**src/rtl/reg_file_param_if.sv**
```systemverilog
// Decode/execute side bundle for reg_file_param: read/write/clear requests and results.
// The master drives requests; the slave (register file) returns operands and pulses.
interface reg_file_param_if #(
   parameter int unsigned DATA_W = 8,
   parameter int unsigned ADDR_W = 5
);
   logic              rd1_en;
   logic [ADDR_W-1:0] rd1_addr;
   logic              rd2_en;
   logic [ADDR_W-1:0] rd2_addr;
   logic              wr_en;
   logic [ADDR_W-1:0] wr_addr;
   logic [DATA_W-1:0] wr_data;
   logic              clr_req;
   logic              ready;
   logic [DATA_W-1:0] rd1_data;
   logic              rd1_valid;
   logic [DATA_W-1:0] rd2_data;
   logic              rd2_valid;
   logic              wr_ack;
   logic              clr_done;

   modport master (
      output rd1_en, rd1_addr, rd2_en, rd2_addr, wr_en, wr_addr, wr_data, clr_req,
      input  ready, rd1_data, rd1_valid, rd2_data, rd2_valid, wr_ack, clr_done
   );

   modport slave (
      input  rd1_en, rd1_addr, rd2_en, rd2_addr, wr_en, wr_addr, wr_data, clr_req,
      output ready, rd1_data, rd1_valid, rd2_data, rd2_valid, wr_ack, clr_done
   );
endinterface

```
**src/rtl/reg_file_param.sv**
```systemverilog
// Parametrised 2R/1W register file with registered reads, write-first bypass,
// optional hardwired-zero register 0 and a sequenced full-array clear.
module reg_file_param #(
   parameter int unsigned DATA_W   = 8,
   parameter int unsigned ADDR_W   = 5,
   parameter bit          ZERO_REG = 1'b1
) (
   input  logic                 clk,
   input  logic                 rstn,
   reg_file_param_if.slave      bus
);
   localparam int unsigned DEPTH = 2 ** ADDR_W;

   localparam logic [0:0] ST_IDLE  = 1'b0;
   localparam logic [0:0] ST_CLEAR = 1'b1;

   logic [0:0]        state_q, state_d;
   logic [ADDR_W-1:0] idx_q, idx_d;
   logic [DATA_W-1:0] mem_q [DEPTH];
   logic [DATA_W-1:0] mem_d [DEPTH];
   logic [DATA_W-1:0] rd1_data_q, rd1_data_d;
   logic [DATA_W-1:0] rd2_data_q, rd2_data_d;
   logic              rd1_valid_q, rd1_valid_d;
   logic              rd2_valid_q, rd2_valid_d;
   logic              wr_ack_q, wr_ack_d;
   logic              clr_done_q, clr_done_d;

   // Zero register wins over bypass, so a write to r0 never leaks through.
   function automatic logic [DATA_W-1:0] read_value(
      input logic [ADDR_W-1:0] addr,
      input logic              wen,
      input logic [ADDR_W-1:0] waddr,
      input logic [DATA_W-1:0] wdata,
      input logic [DATA_W-1:0] stored
   );
      if (ZERO_REG && (addr == '0)) begin
         return '0;
      end else if (wen && (waddr == addr)) begin
         return wdata;
      end else begin
         return stored;
      end
   endfunction

   always_comb begin
      state_d     = state_q;
      idx_d       = idx_q;
      mem_d       = mem_q;
      rd1_data_d  = rd1_data_q;
      rd2_data_d  = rd2_data_q;
      rd1_valid_d = 1'b0;
      rd2_valid_d = 1'b0;
      wr_ack_d    = 1'b0;
      clr_done_d  = 1'b0;

      if (state_q == ST_IDLE) begin
         if (bus.rd1_en) begin
            rd1_data_d  = read_value(bus.rd1_addr, bus.wr_en, bus.wr_addr, bus.wr_data,
                                     mem_q[bus.rd1_addr]);
            rd1_valid_d = 1'b1;
         end
         if (bus.rd2_en) begin
            rd2_data_d  = read_value(bus.rd2_addr, bus.wr_en, bus.wr_addr, bus.wr_data,
                                     mem_q[bus.rd2_addr]);
            rd2_valid_d = 1'b1;
         end
         if (bus.wr_en) begin
            wr_ack_d = 1'b1;
            if (!(ZERO_REG && (bus.wr_addr == '0))) begin
               mem_d[bus.wr_addr] = bus.wr_data;
            end
         end
         if (bus.clr_req) begin
            state_d = ST_CLEAR;
            idx_d   = '0;
         end
      end else begin
         mem_d[idx_q] = '0;
         if (&idx_q) begin
            state_d    = ST_IDLE;
            idx_d      = '0;
            clr_done_d = 1'b1;
         end else begin
            idx_d = idx_q + 1'b1;
         end
      end
   end

   always_ff @(posedge clk or negedge rstn) begin
      if (!rstn) begin
         state_q     <= ST_IDLE;
         idx_q       <= '0;
         rd1_data_q  <= '0;
         rd2_data_q  <= '0;
         rd1_valid_q <= 1'b0;
         rd2_valid_q <= 1'b0;
         wr_ack_q    <= 1'b0;
         clr_done_q  <= 1'b0;
         for (int i = 0; i < DEPTH; i++) begin
            mem_q[i] <= '0;
         end
      end else begin
         state_q     <= state_d;
         idx_q       <= idx_d;
         rd1_data_q  <= rd1_data_d;
         rd2_data_q  <= rd2_data_d;
         rd1_valid_q <= rd1_valid_d;
         rd2_valid_q <= rd2_valid_d;
         wr_ack_q    <= wr_ack_d;
         clr_done_q  <= clr_done_d;
         for (int i = 0; i < DEPTH; i++) begin
            mem_q[i] <= mem_d[i];
         end
      end
   end

   assign bus.ready     = (state_q == ST_IDLE);
   assign bus.rd1_data  = rd1_data_q;
   assign bus.rd1_valid = rd1_valid_q;
   assign bus.rd2_data  = rd2_data_q;
   assign bus.rd2_valid = rd2_valid_q;
   assign bus.wr_ack    = wr_ack_q;
   assign bus.clr_done  = clr_done_q;
endmodule

```
**src/flat_wrapper.sv**
```systemverilog
// flat-port wrapper written by rule: the top's interface ports become plain ports
module reg_file_param_flat 
#(
   parameter int unsigned DATA_W   = 8,
   parameter int unsigned ADDR_W   = 5,
   parameter bit          ZERO_REG = 1'b1
)
  (clk, rstn, bus_rd1_en, bus_rd1_addr, bus_rd2_en, bus_rd2_addr, bus_wr_en, bus_wr_addr, bus_wr_data, bus_clr_req, bus_ready, bus_rd1_data, bus_rd1_valid, bus_rd2_data, bus_rd2_valid, bus_wr_ack, bus_clr_done);
  reg_file_param_if #(.DATA_W(DATA_W), .ADDR_W(ADDR_W)) bus_i ();
  input  logic clk;
  input  logic rstn;
  input wire logic [$bits(bus_i.rd1_en)-1:0] bus_rd1_en;
  input wire logic [$bits(bus_i.rd1_addr)-1:0] bus_rd1_addr;
  input wire logic [$bits(bus_i.rd2_en)-1:0] bus_rd2_en;
  input wire logic [$bits(bus_i.rd2_addr)-1:0] bus_rd2_addr;
  input wire logic [$bits(bus_i.wr_en)-1:0] bus_wr_en;
  input wire logic [$bits(bus_i.wr_addr)-1:0] bus_wr_addr;
  input wire logic [$bits(bus_i.wr_data)-1:0] bus_wr_data;
  input wire logic [$bits(bus_i.clr_req)-1:0] bus_clr_req;
  output wire logic [$bits(bus_i.ready)-1:0] bus_ready;
  output wire logic [$bits(bus_i.rd1_data)-1:0] bus_rd1_data;
  output wire logic [$bits(bus_i.rd1_valid)-1:0] bus_rd1_valid;
  output wire logic [$bits(bus_i.rd2_data)-1:0] bus_rd2_data;
  output wire logic [$bits(bus_i.rd2_valid)-1:0] bus_rd2_valid;
  output wire logic [$bits(bus_i.wr_ack)-1:0] bus_wr_ack;
  output wire logic [$bits(bus_i.clr_done)-1:0] bus_clr_done;
  assign bus_i.rd1_en = bus_rd1_en;
  assign bus_i.rd1_addr = bus_rd1_addr;
  assign bus_i.rd2_en = bus_rd2_en;
  assign bus_i.rd2_addr = bus_rd2_addr;
  assign bus_i.wr_en = bus_wr_en;
  assign bus_i.wr_addr = bus_wr_addr;
  assign bus_i.wr_data = bus_wr_data;
  assign bus_i.clr_req = bus_clr_req;
  assign bus_ready = bus_i.ready;
  assign bus_rd1_data = bus_i.rd1_data;
  assign bus_rd1_valid = bus_i.rd1_valid;
  assign bus_rd2_data = bus_i.rd2_data;
  assign bus_rd2_valid = bus_i.rd2_valid;
  assign bus_wr_ack = bus_i.wr_ack;
  assign bus_clr_done = bus_i.clr_done;
  reg_file_param #(.DATA_W(DATA_W), .ADDR_W(ADDR_W), .ZERO_REG(ZERO_REG)) u_core (.clk(clk), .rstn(rstn), .bus(bus_i));
endmodule
```
**config.mk**
```make
export PLATFORM = sky130hd
export DESIGN_NAME = reg_file_param_flat
export DESIGN_NICKNAME = d
export VERILOG_FILES = /design/src/rtl/reg_file_param_if.sv /design/src/rtl/reg_file_param.sv /design/src/flat_wrapper.sv
export SDC_FILE = /design/constraint.sdc
export NUM_CORES = 1
export LEC_CHECK = 0
export BUFFER_PORTS_ARGS = -buffer_cell sky130_fd_sc_hd__buf_4
export CAP_MARGIN = 25
export CORE_MARGIN = 5
export CORE_UTILIZATION = 58
export DETAILED_ROUTE_END_ITERATION = 8
export PLACE_DENSITY_LB_ADDON = 0.1
export SYNTH_ARGS = -nofsm -noshare
export SYNTH_HDL_FRONTEND = slang
export SYNTH_SLANG_ARGS = --single-unit
```
**constraint.sdc**
```tcl
create_clock -name clk -period 4.82 [get_ports clk]
set_input_delay 0.241 -clock clk [delete_from_list [all_inputs] [get_ports clk]]
set_output_delay 0.241 -clock clk [all_outputs]
set_load 0.02 [all_outputs]
```
* Word-level counts from Yosys, hierarchy flattened
Index checks and enable logic that the tools add are counted.
Storage, ports and cells: bits in latches 0, flip-flop bits (word level) 282, output and inout port bits 21, word-level logic and storage cells 102, memory bits (read-only) 0, memories kept 0, input bits 29, bits in writable memories 0
Operators by class: bitwise gates (word level) 7, div/mod/pow operators 0, reductions and logical operators 13, add/sub/neg operators 1, equal/unequal tests 3, shift operators 0, $mul 0, mux-type cells 32, magnitude comparators 6
Operators by type and width (number):
- $mux 256 | 3
- $and 256x256->256 | 1
- $bwmux 256 | 1
- $not 256->256 | 1
- $bmux 8 s5 | 2
- $demux 8 s5 | 2
- $mux 8 | 10
- $ge 6x6->1 const B | 4
- $not 5->6 | 4
- $logic_not 5->1 | 3
- $mux 5 | 3
- $lt 6x1->1 const B | 2
- $mux 1 | 11
- $eq 5x5->1 | 2
- $reduce_and 2->1 | 3
- $add 5x1->5 const B | 1
- $reduce_and 5->1 | 1
- $logic_and 1x1->1 | 4
- $reduce_bool 2->1 | 2
- $ne 2x1->1 const B | 1
- $not 1->1 | 1

* Depth between registers and ports, before layout
depth after elaboration 9, depth in mapped cells 8, mapped depth without buffers 5

* Worst setup path before layout
OpenSTA, ideal clock, no wires.
kind register -> register, start register u_core.state_q, end register u_core.mem_q[120] (netlist name), path slack 2963 ps, setup time 121 ps, data required time 4699 ps, cell stages (with the launch flop) 9, arrival time 1737 ps, clock period less this slack 1857 ps, buffers on the path 3, cells stage by stage dfrtp_1 > buf_4 > nor2b_1 > buf_2 > or3b_1 > buf_6 > nor2_4 > a21oi_2 > a22o_1
Between the ends: cells in the longest elaborated chain, start to end 2, elaborated cells between the ends (all ways) 4, classes of those cells eq/ne: 1; mux: 1; reduce/logical: 2
Ends and longest elaborated chain:
- from (decl) | RTL line reg_file_param.sv:17 | logic [0:0] state_q, state_d;
- from (signal assigned) | RTL line reg_file_param.sv:103 | state_q <= state_d;
- $ne 2x1->1 (no line) or $reduce_bool 2->1 (tied branches)
- $reduce_and 2->1 (no line)
- to (signal, indexed assignment) | RTL line reg_file_param.sv:112 | mem_q[i] <= mem_d[i];
- to (decl) | RTL line reg_file_param.sv:19 | logic [DATA_W-1:0] mem_q [DEPTH];
Parallel ways exist; a longest one is shown, timed or not. A chain may end at the register's enable or synchronous reset.

* Worst setup path in the final report
start register u_core.state_q, end register u_core.mem_q[237] (netlist name)
Same word-level chain as after synthesis.

==> out/qor.yml <==
outcome:
  status: "finished, final reports clean"
sta:
  relSlewSlack_pct: 29.8
  fin_setup_tns_ps: 0
  skew_ps: 20.5
  worst_pin_slew_ps: 1050
  fmax_mhz: 317
  hold_viol: 0
  holdWs_ps: 49.2
  setup_ws_ps: 1660
  min_period_ps: 3160
  rsz0062_at_grt: "false"
  finalCritPeriodShare_pct: 65.5
  slew_viol_final: 0
  finalSetupViolCount: 0
layout:
  fin_nets: 1393
  final_common_cell: "dfrtp_1"
  drive_gt1_share_pct: 16.3
  most-common-layout-cells: "dfrtp_1, nand2_1, o21ai_0"
  fill_cells: 2025
  regArea_um2: 7060
  multi_input_area_um2: 7770
  antenna_cells: 0
  area_growth_pct: 8.76
  fin_cells: 1718
clock_tree:
  hold_buffers: 2
  post_cts_buffers: 0
  root_buffer: "clkbuf_16"
  clk_path_buf_depth: 3
  clk_pin_slew_ps: 60
  h-tree-depth: 1
  cts_sinks: 282
  cts_tree: "built"
  cts_resized: 0
  clock_latency_ps: 580
  numCtsBuffers: 31
synth:
  yosys.area_share.simple_pct: 11.3
  syn-num-nets: 1413
  synthAdderAreaFrac_pct: 0.403
  synth-edff-count: 0
  synth.avg_cell_area_um2: 11.3
  ys.flop_type: "dfrtp_1"
  synth.distinct_cells: 54
  async_flop_share_pct: 100
  synthMuxAreaShare_pct: 19.2
  synthXorXnorAreaFrac_pct: 0.677
  synth-seq-area-share_pct: 45.5
  synth.cell_area_um2: 15500
  synth_top_family_by_area: "multiplexers"
  synth_warnings: 0
  yosys_register_bits: 282
  synth_compound_area_share_pct: 18.5
  syn_inst: 1379
floorplanning:
  rows: 59
  die_h_um: 174
  die_w_um: 174
  start_util_pct: 59.2
  core_um2: 26200
  io_pins: 50
  die_area_um2: 30100
worst_setup_path:
  r2r_start: "u_core.state_q"
  worstSetupStartpointType: "flop"
  crit_required_ps: 5210
  reg2reg_to: "u_core.mem_q[237]"
  crit_arrival_ps: 3550
  end_kind: "flop"
  endpoint: "u_core.mem_q[237]"
  path_class: "reg -> reg"
  crit_start: "u_core.state_q"
  crit_chain: "nor2b_1 -> nand3b_1 -> nor2_1 -> o21ai_0"
  r2r_setup_slack_ps: 1660
  critPathMaxFanout: 28
  crit_slowest_cell: "nor2_1"
  cp_slowest_stage_delay_ps: 1010
  worstRegToRegCells: 4
route:
  routedWlPerCell_um: 28.6
  vias: 12400
  drt_wl_total_um: 49200
  drc_errors: 0
  ant_nets: 0
  dr.pass1.iters: 6
  drt_iter0_drc: 1807
  via_per_inst: 7.19
power_and_ir_drop:
  p_sw_mw: 3.07
  power_density_nw_per_um2: 523
  swShare_pct: 34.8
  clock_power_share_pct: 29.0
  leakage_nw: 7.44
  intPower_mw: 5.76
  total_power_mw: 8.83
  comb_power_share_pct: 27.7
  power_frac_seq_pct: 43.3
  peakVddDrop_uv: 487
place:
  dpl.hpwl_um: 32000
  gp_congestion: 0.934
  io_buffers: 49
  place_inst: 1657
  post-place-ws_ps: 1870
grt:
  overflow: 0
  grt_pass1_vias: 11700
  grt_max_degree: 125
  grt_pass1_wl_um: 75100
  antenna_found_initial: 0
  grtUsageTotal_pct: 32.0
job:
  cap_viol_max_count: 0
hold_path:
  worstHoldPathType: "in -> reg"
## synthesized netlist by cell type, types with 20 or more instances
cell type	instances	area share, %
a21oi_1	20	0.64
a22o_1	124	7.0
a22oi_1	28	1.4
buf_2	32	1.0
clkbuf_1	48	1.2
dfrtp_1	282	45
mux2i_1	60	3.9
mux4_1	27	4.6
mux4_2	71	10
nand2_1	265	6.4
nand3_1	21	0.68
nor2_1	21	0.51
o21ai_0	151	4.9
o221ai_1	28	1.6
## stage by stage
step	utilization, %	instance area, um^2
3_3_place_gp	60.1	15800
6_report	64.4	16900
2_1_floorplan	-	15500
5_1_grt	64.4	16900
3_5_place_dp	60.1	15800
4_1_cts	64.4	16900
## power groups by stage
stage / logic, mW / clock network, mW / registers [mW]
2_1_floorplan: 1.69 / 0 / 3.57
3_5_place_dp: 2.40 / 0 / 3.81
6_report: 2.45 / 2.56 / 3.82
3_3_place_gp: 2.32 / 0 / 3.79
5_1_grt: 2.64 / 2.67 / 3.90
4_1_cts: 2.40 / 2.58 / 3.78
## state kept, by name (all words and copies together) (netlist names)
register,flops
u_core.mem_q,256
u_core.bus.rd1_data,8
u_core.bus.rd2_data,8
u_core.idx_q,5
u_core.bus.clr_done,1
u_core.bus.rd1_valid,1
u_core.bus.rd2_valid,1
u_core.bus.wr_ack,1
u_core.state_q,1
## cells by family after synthesis
family	after synthesis
buffers and inverters	127
XOR/XNOR	12
AND/OR/NAND/NOR	382
adder cells (fa/ha/maj)	5
flip-flops	282
AO/OA/AOI/OAI	409
multiplexers	162
## worst min path at each step
| stage | start | endpoint | slack (ps) | depth (start not counted) |
|---|---|---|---|---|
| finish | bus_wr_en | u_core.bus.wr_ack | 50 | 2 |
| CTS | bus_wr_en | u_core.bus.wr_ack | 30 | 2 |
| detailed placement | rstn | u_core.mem_q[41] | 410 | 1 |
| global route | bus_wr_en | u_core.bus.wr_ack | 60 | 2 |
| floorplan | rstn | u_core.bus.clr_done | -50 | 0 |
| global placement | rstn | u_core.mem_q[54] | 410 | 1 |
## worst max-delay path: cells and delay by family, from the launching register on
| family | cells | cell delay (ps) |
|---|---|---|
| compound gates | 1 | 230 |
| flops | 1 | 730 |
| simple gates | 3 | 2010 |
## layout make-up
class                           count  area share (%)
Multi-Input combinational cell    970            46.0
Sequential cell                   282            41.8
Clock buffer                       33            4.76
Timing Repair Buffer               64            2.99
Tap cell                          335            2.48
Clock inverter                     24            1.75
Inverter                           10           0.222
## metal layers
layer	up-vias	wire, um	track usage (%)
met2	880	20400	43.6
met4	0	1670	8.48
met3	126	6570	10.1
met1	6168	20600	50.0
met5	-	0	0
li1	5177	-	-
(Power assumes the default switching activity.)
